<file path="src/rtl/uart_rx_deserializer_pkg.sv">
// Shared constants for the UART receive front-end.
// State encoding, frame bit levels and default bit period.
package uart_rx_deserializer_pkg;

  typedef enum logic [2:0] {
    IDLE      = 3'd0,
    START     = 3'd1,
    DATA      = 3'd2,
    PARITY    = 3'd3,
    STOP      = 3'd4,
    WAIT_IDLE = 3'd5
  } rx_state_e;

  localparam logic START_BIT = 1'b0;
  localparam logic STOP_BIT  = 1'b1;

  localparam int CLKS_PER_BIT_DEF = 16;

endpackage

</file>
<file path="src/rtl/uart_rx_deserializer_sync_2ff.sv">
// Two-flop synchronizer for an asynchronous level input.
// Resets to 1 so an idle-high line reads idle out of reset.
module sync_2ff (
  input  logic clk,
  input  logic arst,
  input  logic d_i,
  output logic q_o
);

  logic ff1_q;
  logic ff2_q;

  always_ff @(posedge clk or posedge arst) begin
    if (arst) begin
      ff1_q <= 1'b1;
      ff2_q <= 1'b1;
    end else begin
      ff1_q <= d_i;
      ff2_q <= ff1_q;
    end
  end

  assign q_o = ff2_q;

endmodule

</file>
<file path="src/rtl/uart_rx_deserializer.sv">
// Oversampling UART receiver: start, data LSB first, parity, stop.
// Emits {parity, data} unchecked for the downstream parity decoder.
module uart_rx_deserializer
  import uart_rx_deserializer_pkg::*;
#(
  parameter int DATA_WIDTH   = 8,
  parameter int CLKS_PER_BIT = CLKS_PER_BIT_DEF
) (
  input  logic                  clk,
  input  logic                  arst,
  input  logic                  rx,
  output logic [DATA_WIDTH:0]   data_out,
  output logic                  valid,
  output logic                  frame_err,
  output logic                  busy
);

  localparam int CW = $clog2(CLKS_PER_BIT);
  localparam int BW = $clog2(DATA_WIDTH + 1);
  localparam logic [CW-1:0] HALF = CW'(CLKS_PER_BIT / 2 - 1);
  localparam logic [CW-1:0] LAST = CW'(CLKS_PER_BIT - 1);
  localparam logic [BW-1:0] LBIT = BW'(DATA_WIDTH - 1);

  logic                rx_s;
  rx_state_e           state_q;
  logic [CW-1:0]       cnt_q;
  logic [BW-1:0]       bit_q;
  logic [DATA_WIDTH:0] sr_q;
  logic [DATA_WIDTH:0] data_q;
  logic                valid_q;
  logic                ferr_q;

  sync_2ff u_sync (
    .clk  (clk),
    .arst (arst),
    .d_i  (rx),
    .q_o  (rx_s)
  );

  always_ff @(posedge clk or posedge arst) begin
    if (arst) begin
      state_q <= IDLE;
      cnt_q   <= '0;
      bit_q   <= '0;
      sr_q    <= '0;
      data_q  <= '0;
      valid_q <= 1'b0;
      ferr_q  <= 1'b0;
    end else begin
      valid_q <= 1'b0;
      ferr_q  <= 1'b0;
      case (state_q)
        IDLE: begin
          if (rx_s == START_BIT) begin
            state_q <= START;
            cnt_q   <= '0;
          end
        end
        START: begin
          if (cnt_q == HALF) begin
            cnt_q <= '0;
            bit_q <= '0;
            // a start bit gone high by mid-bit was a glitch
            state_q <= (rx_s == START_BIT) ? DATA : IDLE;
          end else begin
            cnt_q <= cnt_q + CW'(1);
          end
        end
        DATA: begin
          if (cnt_q == LAST) begin
            cnt_q <= '0;
            sr_q  <= {rx_s, sr_q[DATA_WIDTH:1]};
            bit_q <= bit_q + BW'(1);
            if (bit_q == LBIT) state_q <= PARITY;
          end else begin
            cnt_q <= cnt_q + CW'(1);
          end
        end
        PARITY: begin
          if (cnt_q == LAST) begin
            cnt_q   <= '0;
            sr_q    <= {rx_s, sr_q[DATA_WIDTH:1]};
            state_q <= STOP;
          end else begin
            cnt_q <= cnt_q + CW'(1);
          end
        end
        STOP: begin
          if (cnt_q == LAST) begin
            cnt_q <= '0;
            if (rx_s == STOP_BIT) begin
              data_q  <= sr_q;
              valid_q <= 1'b1;
              state_q <= IDLE;
            end else begin
              ferr_q  <= 1'b1;
              state_q <= WAIT_IDLE;
            end
          end else begin
            cnt_q <= cnt_q + CW'(1);
          end
        end
        WAIT_IDLE: begin
          if (rx_s == STOP_BIT) state_q <= IDLE;
        end
        default: state_q <= IDLE;
      endcase
    end
  end

  assign data_out  = data_q;
  assign valid     = valid_q;
  assign frame_err = ferr_q;
  assign busy      = (state_q != IDLE);

endmodule

</file>
<file path="config.mk">
export PLATFORM = sky130hd
export DESIGN_NAME = uart_rx_deserializer
export DESIGN_NICKNAME = d
export VERILOG_FILES = /design/src/rtl/uart_rx_deserializer_pkg.sv /design/src/rtl/uart_rx_deserializer_sync_2ff.sv /design/src/rtl/uart_rx_deserializer.sv
export SDC_FILE = /design/constraint.sdc
export NUM_CORES = 1
export LEC_CHECK = 0
export ABC_AREA = 1
export BUFFER_PORTS_ARGS = -buffer_cell sky130_fd_sc_hd__buf_2
export CORE_MARGIN = 5
export CORE_UTILIZATION = 45
export DETAILED_ROUTE_END_ITERATION = 6
export PLACE_DENSITY = 0.67
export SLEW_MARGIN = 20
export SYNTH_ARGS = -nofsm -noshare
export SYNTH_HDL_FRONTEND = slang
export SYNTH_SLANG_ARGS = --single-unit
</file>
<file path="constraint.sdc">
create_clock -name clk -period 1.3 [get_ports clk]
set_input_delay 0.065 -clock clk [delete_from_list [all_inputs] [get_ports clk]]
set_output_delay 0.065 -clock clk [all_outputs]
set_load 0.02 [all_outputs]
</file>
==> parameters.txt <==
Parameter                              Value

Setup path
  Cell with the largest stage delay on the worst path ... sky130_fd_sc_hd__dfrtp_1
  Worst Setup End Kind ... register
  Stages on worst setup path ... 8
  Critical path data required time ... 1.54 ns
  Data arrival time at the worst-slack endpoint ... roughly 1.7 ns
  Dominant delay contributor by cell family on the critical path ... flip-flops
  Critical path launch point type ... register
  Number of buffers and inverters on the critical path ... 2
  Crit Path Category ... reg2reg
  CP dominant cell by count ... sky130_fd_sc_hd__nand2_4
  Maximum fanout count along the critical path ... 5
  Delay of the slowest cell on the worst path ... 0.41 ns
  Cell-by-cell trace of the critical path ... ha_4, nand2_4, nor2_4, buf_6, nand3_4, clkbuf_16, nand2_4, o21ai_2
  Path depth of the worst reg2reg path ... 8

Global routing
  GR met2 Demand/Resource ... 0.256
  Largest net degree at the start of global routing ... 34
  GRT met1 Usage ... 0.171
  Met3 Resource Use GR ... 0.0486
  Final global-route overflow total ... 0
  Number of global-route vias before repair ... 1239
  Global-route wire length before repair ... 5220 um
  Total routing resource utilization after global routing ... 0.151
  Initial antenna violation count ... 0
  Layer with the highest usage after global routing ... met2

Final layout
  Post-Layout Cell Count ... 257
  Area growth, synth to finish ... 36.3%
  Layout cells sized above 1 ... 0.417
  Antenna Diode Count ... 0
  Final design instance area without fill ... 2110 um2
  Number of nets at the end of the flow ... between 200 and 250
  Final core utilization ... 0.633
  Number of inserted filler cells in the final layout ... 302

STA
  Slack of the critical path ... -0.125 ns
  Period Utilization, post-route ... 1.10
  Max Slew Vio Count ... 0
  Count of endpoints failing setup in the final report ... 21
  TNS Setup ... -1.35 ns
  Crit path time final ... 1.43 ns
  Hold slack ... 0.344 ns
  Remaining max-slew budget at the tightest pin ... 0.730
  Unrepaired setup endpoints after global routing ... yes
  Final clock skew ... 0.00750 ns
  Max Clock Freq ... 702 MHz
  Pin slew with the least headroom to its limit ... 0.404 ns
  Hold Violations, Final ... 0

Pwr
  Power, Total ... around 3.3 mW
  Total power density per cell area ... 1580 nW/um2
  Maximum resistive drop on vdd ... 0.694 mV
  Static power due to leakage ... 1.07 nW

Clock tree
  Buffers from clock root to sink, at most ... 2
  Number of buffers created by CTS ... 5
  Clock tree sinks ... 33
  Clock insertion delay at the later pin of the skew report ... ~0.33 ns
  Number of H-tree levels ... 2
  Post-CTS clock slew at the launch and capture registers of the worst setup and hold paths ... 0.11 ns
  TritonCTS clock tree ... done
  Cell at the root of the clock tree ... sky130_fd_sc_hd__clkbuf_4

Placement
  IO buf count ... 14
  Area after detailed placement ... between 1500 and 2000 um2
  Worst setup timing slack at the placement stage ... -0.113 ns
  Placed Instances ... 238
  Routability cong. ... 0.790
  Post-DP HPWL ... 2070 um

Die
  Die outline width ... 68.7 um
  Starting utilization of the core area ... 0.464
  Die Outline Area ... 4720 um2
  Site Rows ... 21
  Ports placed on the boundary ... 15
  Die height ... between 60 and 70 um
  Core area ... 3340 um2

Status
  Violated checks ... negative setup slack
  Status ... complete, but fails checks

Logic synthesis
  Yosys top cell area share ... 0.501
  Synthesized instance count ... approximately 170
  Number of synthesized flops with an enable pin ... 0
  Post-synth net total ... 174
  Mapped Area ... 1550 um2
  Number of storage elements in the synthesis netlist ... 33
  Top post-synthesis cells by area ... sky130_fd_sc_hd__dfrtp_1 (50%), sky130_fd_sc_hd__nand2_1 (12%), sky130_fd_sc_hd__o21ai_0 (5.2%)
  Portion of the post-synthesis area used by sequential elements ... 0.535
  Fraction of registers with async set/reset ... 1.00
  Number of unique standard cell types used by synthesis ... 23
  Most numerous cell types in the synthesized netlist ... sky130_fd_sc_hd__nand2_1 (50), sky130_fd_sc_hd__dfrtp_1 (31), sky130_fd_sc_hd__inv_1 (16), sky130_fd_sc_hd__o21ai_0 (16), sky130_fd_sc_hd__nor2_1 (11)
  Main flop type after synthesis ... sky130_fd_sc_hd__dfrtp_1
  Average size of a mapped cell ... 9.17 um2
  Most common cell in the synthesized netlist ... sky130_fd_sc_hd__nand2_1
  Number of warnings printed during yosys synthesis ... 0
  Library cell with the largest summed area after synthesis ... sky130_fd_sc_hd__dfrtp_1

Detailed routing
  Overall via count from detail_route ... 1242
  Number of nets with antenna violations after routing ... 0
  Wire length per cell ... 12.9 um
  Number of violations reported at the end of detailed-routing iteration 0 ... 65
  Drc violations ... 0
  Routed vias/inst ... slightly below 5
  TritonRoute pass-1 iters ... 4
  Final WL ... 3320 um

Job
  Number of max-capacitance violations reported ... 0

Worst hold path
  Worst min-delay path class ... in2async
[final cells by class]
type                            count  area, um2  share of cell area
Sequential cell                    33        830               0.393
Multi-Input combinational cell    114        739               0.350
Timing Repair Buffer               36        318               0.151
Inverter                           20       77.6              0.0368
Tap cell                           46       57.6              0.0273
Clock buffer                        6       51.3              0.0243
Clock inverter                      2       37.5              0.0178
[layout by cell type, fill, tap and decap left out]
| cell | count |
|---|---|
| sky130_fd_sc_hd__o21ai_1 | 1 |
| sky130_fd_sc_hd__nand3_4 | 1 |
| sky130_fd_sc_hd__clkbuf_8 | 1 |
| sky130_fd_sc_hd__dfrtp_1 | 30 |
| sky130_fd_sc_hd__a21oi_4 | 2 |
| sky130_fd_sc_hd__dfrtp_2 | 1 |
| sky130_fd_sc_hd__buf_6 | 4 |
| sky130_fd_sc_hd__clkbuf_4 | 5 |
| sky130_fd_sc_hd__nor2_4 | 5 |
| sky130_fd_sc_hd__nand2_1 | 40 |
| sky130_fd_sc_hd__inv_2 | 4 |
| sky130_fd_sc_hd__nor2_1 | 10 |
| sky130_fd_sc_hd__buf_2 | 13 |
| sky130_fd_sc_hd__nand3_1 | 6 |
| sky130_fd_sc_hd__buf_12 | 2 |
| sky130_fd_sc_hd__xor2_1 | 3 |
| sky130_fd_sc_hd__ha_4 | 1 |
| sky130_fd_sc_hd__nand3_2 | 1 |
| sky130_fd_sc_hd__nand2_4 | 8 |
| sky130_fd_sc_hd__dfstp_2 | 2 |
| sky130_fd_sc_hd__dlygate4sd3_1 | 2 |
| sky130_fd_sc_hd__o21ai_2 | 12 |
| sky130_fd_sc_hd__bufinv_16 | 1 |
| sky130_fd_sc_hd__clkinvlp_4 | 1 |
| sky130_fd_sc_hd__nand2_2 | 7 |
| sky130_fd_sc_hd__nor2_8 | 1 |
| sky130_fd_sc_hd__buf_4 | 13 |
| sky130_fd_sc_hd__o21ai_0 | 14 |
| sky130_fd_sc_hd__inv_4 | 1 |
| sky130_fd_sc_hd__clkbuf_16 | 2 |
| sky130_fd_sc_hd__inv_1 | 15 |
| sky130_fd_sc_hd__nor3b_1 | 1 |
| sky130_fd_sc_hd__ha_1 | 1 |
[path summary, 6_finish.rpt]
path	startpoint	end	slack, ns
worst max-delay path	cnt_q[0]	data_out[6]	-0.13
worst min-delay path	arst	data_out[0]	0.34
worst max register to register	cnt_q[0]	data_out[6]	-0.13
worst min register to register	u_sync.ff1_q	u_sync.q_o	0.36
max in group asynchronous	arst	u_sync.ff1_q	0.64
min in group clk	rx	u_sync.ff1_q	0.36
[worst min-delay path: cells and delay by family]
family | cells | cell delay (ns)
buffers and inverters | 4 | 1.05
[cells by family (layout without fill, tap and decap cells)]
group,count (synthesis),in the layout,share of synthesized area
buffers and inverters,22,64,0.0646
XOR/XNOR,3,3,0.0170
AND/OR/NAND/NOR,80,80,0.242
adder cells (fa/ha/maj),2,2,0.0162
AO/OA/AOI/OAI,29,29,0.125
flip-flops,33,33,0.535
[state kept, by name, indices dropped and copies added (netlist names)]
signal	count
u_sync.q_o	1
sr_q	9
u_sync.ff1_q	1
cnt_q	4
valid	1
bit_q	4
frame_err	1
state_q	3
data_out	9
[power breakdown]
| part | leakage, nW | total (mW) | switching, mW | internal, mW |
|---|---|---|---|---|
| clock network | 0.0445 | 0.819 | 0.362 | 0.457 |
| logic | 0.576 | 1.29 | 0.715 | 0.572 |
| registers | 0.446 | 1.24 | 0.108 | 1.13 |
[per-layer routing]
metal | share of wire | vias up
met4 | 0.018 | 0
met3 | 0.039 | 8
met5 | 0 | -
li1 | - | 614
met1 | 0.41 | 596
met2 | 0.53 | 24
[what timing repair did]
action,in CTS,in global routing
resized for setup,2,34
gates cloned,0,3
setup buffers,3,3
endpoints found under the hold margin,32,0
pin swaps,3,4
hold buffers,2,0
endpoints found under the setup margin,27,29
(Power assumes the default switching activity.)
